[config.mk]
export PLATFORM = sky130hd
export DESIGN_NAME = iter_shift_unit
export DESIGN_NICKNAME = d
export VERILOG_FILES = /design/src/rtl/shift_pkg.sv /design/src/rtl/shift_stage.sv /design/src/rtl/iter_shift_unit.sv
export SDC_FILE = /design/constraint.sdc
export NUM_CORES = 1
export LEC_CHECK = 0
export ABC_AREA = 1
export CAP_MARGIN = 20
export CORE_UTILIZATION = 41
export DETAILED_ROUTE_END_ITERATION = 6
export GPL_ROUTABILITY_DRIVEN = 0
export GPL_TIMING_DRIVEN = 0
export PLACE_DENSITY = 0.72
export REMOVE_ABC_BUFFERS = 1
export SKIP_LAST_GASP = 1
export SLEW_MARGIN = 20
export SYNTH_ARGS = -nofsm -noshare
export SYNTH_HDL_FRONTEND = slang
export SYNTH_SLANG_ARGS = --single-unit
[constraint.sdc]
create_clock -name clock -period 2.7 [get_ports clock]
set_input_delay 0.54 -clock clock [delete_from_list [all_inputs] [get_ports clock]]
set_output_delay 0.54 -clock clock [all_outputs]
set_load 0.02 [all_outputs]
[src/rtl/shift_pkg.sv]
`default_nettype none
// ============================================================================
// Module  : shift_pkg
// Brief   : Operation and FSM state encodings shared by the iterative shifter.
// Revision: 1.0 - initial release
// ============================================================================
package shift_pkg;

    typedef enum logic [1:0] {
        OP_SLL = 2'b00,
        OP_SRL = 2'b01,
        OP_SRA = 2'b10,
        OP_ROR = 2'b11
    } op_e;

    typedef enum logic [1:0] {
        ST_IDLE  = 2'b00,
        ST_SHIFT = 2'b01,
        ST_DONE  = 2'b10
    } state_e;

endpackage
`default_nettype wire

[src/rtl/shift_stage.sv]
`default_nettype none
// ============================================================================
// Module  : shift_stage
// Brief   : Combinational single log2 stage: shifts/rotates i_acc by 2^i_k.
// Revision: 1.0 - initial release
// ============================================================================
module shift_stage
    import shift_pkg::*;
#(
    parameter int WIDTH = 32
) (
    input  logic [WIDTH-1:0]         i_acc,
    input  op_e                      i_op,
    input  logic                     i_sign,
    input  logic [$clog2(WIDTH)-1:0] i_k,
    output logic [WIDTH-1:0]         o_result
);

    localparam int SHAMT_W = $clog2(WIDTH);

    logic [SHAMT_W-1:0][WIDTH-1:0] w_cand;

    // Every stage candidate is a constant-distance rewire; i_k only picks one.
    for (genvar j = 0; j < SHAMT_W; j++) begin : g_stage
        localparam int S = 1 << j;
        // SRA fills with the operand sign captured at accept, not the live MSB.
        assign w_cand[j] = (i_op == OP_SLL) ? {i_acc[WIDTH-1-S:0], {S{1'b0}}}     :
                           (i_op == OP_SRL) ? {{S{1'b0}}, i_acc[WIDTH-1:S]}       :
                           (i_op == OP_SRA) ? {{S{i_sign}}, i_acc[WIDTH-1:S]}     :
                                              {i_acc[S-1:0], i_acc[WIDTH-1:S]};
    end

    always_comb begin
        o_result = i_acc;
        for (int i = 0; i < SHAMT_W; i++) begin
            if (i_k == i[SHAMT_W-1:0]) begin
                o_result = w_cand[i];
            end
        end
    end

endmodule
`default_nettype wire

[src/rtl/iter_shift_unit.sv]
`default_nettype none
// ============================================================================
// Module  : iter_shift_unit
// Brief   : Iterative SLL/SRL/SRA/ROR unit, one log2 stage per clock, with
//           valid/ready handshakes. Optional macro SHIFT_EARLY_DONE_EN ends
//           the iteration once no higher shamt bits remain.
// Revision: 1.0 - initial release
// ============================================================================
module iter_shift_unit
    import shift_pkg::*;
#(
    parameter int WIDTH = 32
) (
    input  logic                     clock,
    input  logic                     reset,
    input  logic                     in_valid,
    output logic                     in_ready,
    input  logic [1:0]               op,
    input  logic [WIDTH-1:0]         data_in,
    input  logic [$clog2(WIDTH)-1:0] shamt,
    output logic                     out_valid,
    input  logic                     out_ready,
    output logic [WIDTH-1:0]         data_out
);

    localparam int                 SHAMT_W  = $clog2(WIDTH);
    localparam logic [SHAMT_W-1:0] C_K_LAST = SHAMT_W'(SHAMT_W - 1);

    state_e             r_state;
    state_e             w_state_nxt;
    logic [SHAMT_W-1:0] r_k;
    logic [SHAMT_W-1:0] r_shamt;
    op_e                r_op;
    logic               r_sign;
    logic [WIDTH-1:0]   r_acc;
    logic [WIDTH-1:0]   r_result;
    logic [WIDTH-1:0]   w_stage_out;
    logic [WIDTH-1:0]   w_acc_nxt;
    logic               w_accept;
    logic               w_stage_exit;

    shift_stage #(
        .WIDTH (WIDTH)
    ) u_stage (
        .i_acc    (r_acc),
        .i_op     (r_op),
        .i_sign   (r_sign),
        .i_k      (r_k),
        .o_result (w_stage_out)
    );

    assign w_acc_nxt = r_shamt[r_k] ? w_stage_out : r_acc;

`ifdef SHIFT_EARLY_DONE_EN
    assign w_stage_exit = (r_k == C_K_LAST) || ((r_shamt >> (r_k + 1'b1)) == '0);
`else
    assign w_stage_exit = (r_k == C_K_LAST);
`endif

    always_ff @(posedge clock or posedge reset) begin
        if (reset) begin
            r_state <= ST_IDLE;
        end else begin
            r_state <= w_state_nxt;
        end
    end

    always_comb begin
        w_state_nxt = r_state;
        in_ready    = 1'b0;
        out_valid   = 1'b0;
        w_accept    = 1'b0;
        case (r_state)
            ST_IDLE: begin
                in_ready = ~reset;
                if (in_valid && !reset) begin
                    w_accept    = 1'b1;
                    w_state_nxt = ST_SHIFT;
                end
            end
            ST_SHIFT: begin
                if (w_stage_exit) begin
                    w_state_nxt = ST_DONE;
                end
            end
            ST_DONE: begin
                out_valid = 1'b1;
                if (out_ready) begin
                    w_state_nxt = ST_IDLE;
                end
            end
            default: begin
                w_state_nxt = ST_IDLE;
            end
        endcase
    end

    // r_result is a separate copy so data_out keeps the last answer while
    // r_acc is reloaded by the next request.
    always_ff @(posedge clock or posedge reset) begin
        if (reset) begin
            r_acc    <= '0;
            r_k      <= '0;
            r_op     <= OP_SLL;
            r_shamt  <= '0;
            r_sign   <= 1'b0;
            r_result <= '0;
        end else if (w_accept) begin
            r_acc   <= data_in;
            r_op    <= op_e'(op);
            r_shamt <= shamt;
            r_sign  <= data_in[WIDTH-1];
            r_k     <= '0;
        end else if (r_state == ST_SHIFT) begin
            r_acc <= w_acc_nxt;
            if (w_stage_exit) begin
                r_k      <= '0;
                r_result <= w_acc_nxt;
            end else begin
                r_k <= r_k + 1'b1;
            end
        end
    end

    assign data_out = r_result;

endmodule
`default_nettype wire

==> results.py <==
metrics = {
    "clock_network": {
        "clk_latency_ns": 0.36,
        "cts_sinks": 79,
        "clk_path_buf_depth": 2,
        "cts_tree": "built",
        "clk_pin_slew_ns": 0.07,
        "numCtsBuffers": 9,
        "clockRootBuffer": "clkbuf_16",
        "hold_buffers": 0,
        "htreeDepth": 3,
    },
    "job": {
        "maxCapViolations": 0,
    },
    "sta": {
        "final.period_utilization_pct": 94.4,
        "slew_viol_final": 0,
        "fmax_mhz": 392,
        "hold_viol_final": 0,
        "grt_setup_unrepaired": "false",
        "skew_ns": 0.0110,
        "finalCriticalPeriod_ns": 2.55,
        "worstMarginPinSlew_ns": 1.02,
        "setup_viol": 0,
        "slew_headroom_pct": 31.9,
    },
    "critical_path": {
        "worstPathRequired_ns": 2.95,
        "crit_fanout": 51,
        "cp.arrival_ns": 2.80,
        "r2r_cells": 10,
        "critPathKind": "register to register",
        "critPathCaptureType": "register",
        "critPathLaunchType": "register",
        "rrSetupSlack_ns": 0.15,
    },
    "yosys": {
        "synth.area.top_cells": "nand2_1 (31%), dfrtp_1 (31%), nand3_1 (6.2%)",
        "synth-edff-count": 0,
        "ys_seq_area_share_pct": 30.9,
        "syn_inst": 1079,
        "postSynthRegisterBits": 79,
        "async_flop_share_pct": 100,
        "yosys-top-cells-count": "nand2_1 (534), dfrtp_1 (79), nand3_1 (79), a21oi_1 (77), inv_1 (70)",
        "ys_types": 33,
        "synth_top_area_share_pct": 31.3,
        "yosys_warnings": 0,
        "avgSynthCellArea_um2": 5.93,
        "yosysMostFrequentCell": "nand2_1",
        "synth.largest_area_cell": "nand2_1",
        "ys.flop_type": "dfrtp_1",
        "synthesis.area_um2": 6400,
    },
    "final_layout": {
        "drive_gt1_share_pct": 5.83,
        "antenna_cells": 0,
        "nets": 1157,
        "areaGrowthSynthToFinish_pct": 17.7,
        "final_cells": 1303,
        "multi_input_area_um2": 3810,
        "regArea_um2": 1980,
        "finalInstanceArea_um2": 7530,
        "n_fill_cell": 1599,
    },
    "run_status": {
        "violations": "design-rule violations",
        "outcome": "complete, but fails checks",
    },
    "floorplanning": {
        "die_area_um2": 16100,
        "dieHeight_um": 127,
        "placementRows": 45,
        "start_util_pct": 42.1,
        "io_pins": 77,
        "core_um2": 15200,
        "dieWidth_um": 127,
    },
    "route": {
        "ant_nets": 0,
        "viasPerCell": 5.63,
        "dr.pass1.iters": 7,
        "drt-initial-drc-count": 1145,
        "avgRoutedWirePerCell_um": 16.4,
        "vias": 7330,
        "finalWirelength_um": 21400,
        "drc_errors": 3,
    },
    "place": {
        "postPlaceCellArea_um2": 7170,
        "dp_hpwl_um": 13800,
        "place_inst": 1284,
        "port_buffers": 76,
    },
    "worst_hold_path": {
        "worstHoldPathCells": 2,
        "hold_class": "register to register",
    },
    "global_routing": {
        "overflow": 0,
        "antenna_found_initial": 0,
        "grt_max_degree": 59,
        "grt_first_pass_wirelength_um": 34600,
        "grt_pass1_vias": 6940,
        "grt.total_usage_pct": 26.9,
    },
}
## worst max-delay path, stage by stage (launching register included)
cell and delay, ns:
dfrtp_1 0.51, nor2_4 0.24, nand3_2 0.40, inv_4 0.57, a31oi_1 0.19, nand2_1 0.11
nand2_1 0.05, nand2_1 0.07, o21ai_1 0.13, nand2_1 0.09, nand2_1 0.05
## final cells by class
| class | instances | share of cell area, % |
|---|---|---|
| sequential | 79 | 26.2 |
| multi-input combinational | 854 | 50.6 |
| timing repair inverter | 1 | 0.116 |
| clock inverter | 6 | 0.648 |
| clock buffer | 10 | 3.17 |
| timing repair buffer | 81 | 11.6 |
| tap | 188 | 3.12 |
| inverter | 84 | 4.52 |
## worst paths after layout
check                                 start            to
worst max-delay path                 r_k[2]  data_out[17]
worst min-delay path            data_out[3]   data_out[3]
worst max register to register       r_k[2]  data_out[17]
worst min register to register  data_out[3]   data_out[3]
max in group asynchronous             reset  data_out[22]
min in group asynchronous             reset    r_shamt[4]
## logic make-up (layout without fill, tap and decap cells)
family | after synthesis | count (layout) | share of synthesized area, %
simple gates | 672 | 673 | 42.6
compound gates | 174 | 174 | 15.0
buf+inv | 147 | 182 | 10.4
flops | 79 | 79 | 30.9
fa+ha+maj | 4 | 4 | 0.782
xor+xnor | 3 | 3 | 0.410
## flip-flops by register name, summed over array words and instances (netlist names)
signal	count
data_out	32
r_acc	32
r_k	5
r_shamt	5
r_op	2
r_state	2
r_sign	1
## placed cells by master, fill, tap and decap left out, types with 2 or more instances in the layout
master,synthesis,final
buf_16,0,3
inv_2,11,8
clkbuf_16,0,9
o211ai_1,14,14
clkinv_1,3,2
nand2_4,1,2
inv_4,0,3
o22ai_1,4,4
dfrtp_1,79,79
xor2_1,2,2
nand2_1,534,531
o21ai_1,6,6
nand3_1,79,79
nand2_2,12,14
inv_1,70,69
ha_1,4,4
clkdlybuf4s50_1,0,76
nand3_4,0,2
nor2_4,4,7
a31oi_1,31,31
a21oi_1,77,77
o21ai_2,2,2
nor2_1,32,31
o21ai_0,39,39
inv_6,0,6
nand3_2,4,2
## per-layer routing
layer | wire, um | part of all wire, % | track usage, % | up-vias
met5 | 0 | 0 | 0 | -
met4 | 668 | 3.1 | 11.8 | 0
met3 | 2190 | 10 | 5.78 | 66
met2 | 9440 | 44 | 42.9 | 446
met1 | 9120 | 43 | 35.2 | 3327
li1 | - | - | - | 3491
## per-stage QoR
step | setup slack (ns) | hold slack [ns] | util (%) | setup TNS (ns)
2_1_floorplan | 0.0524 | 0.449 | - | 0
3_3_place_gp | -1.62 | 0.465 | 46.4 | -188.55
3_5_place_dp | -0.529 | 0.465 | 47.2 | -21.96
4_1_cts | 0.00403 | 0.483 | 49.2 | 0
5_1_grt | 0.0215 | 0.500 | 49.6 | 0
6_report | 0.151 | 0.476 | 49.6 | 0
## repair_timing
action                     4_1_cts  5_1_grt
cloned                           0        2
pin swaps                        0        3
hold endpoints to repair         0        0
buffers inserted                 0        1
gates resized for setup          6       10
setup endpoints to repair       69       66
Power is not shown: default switching activity piles up to over one toggle a cycle in this logic, so the estimate is an artifact.
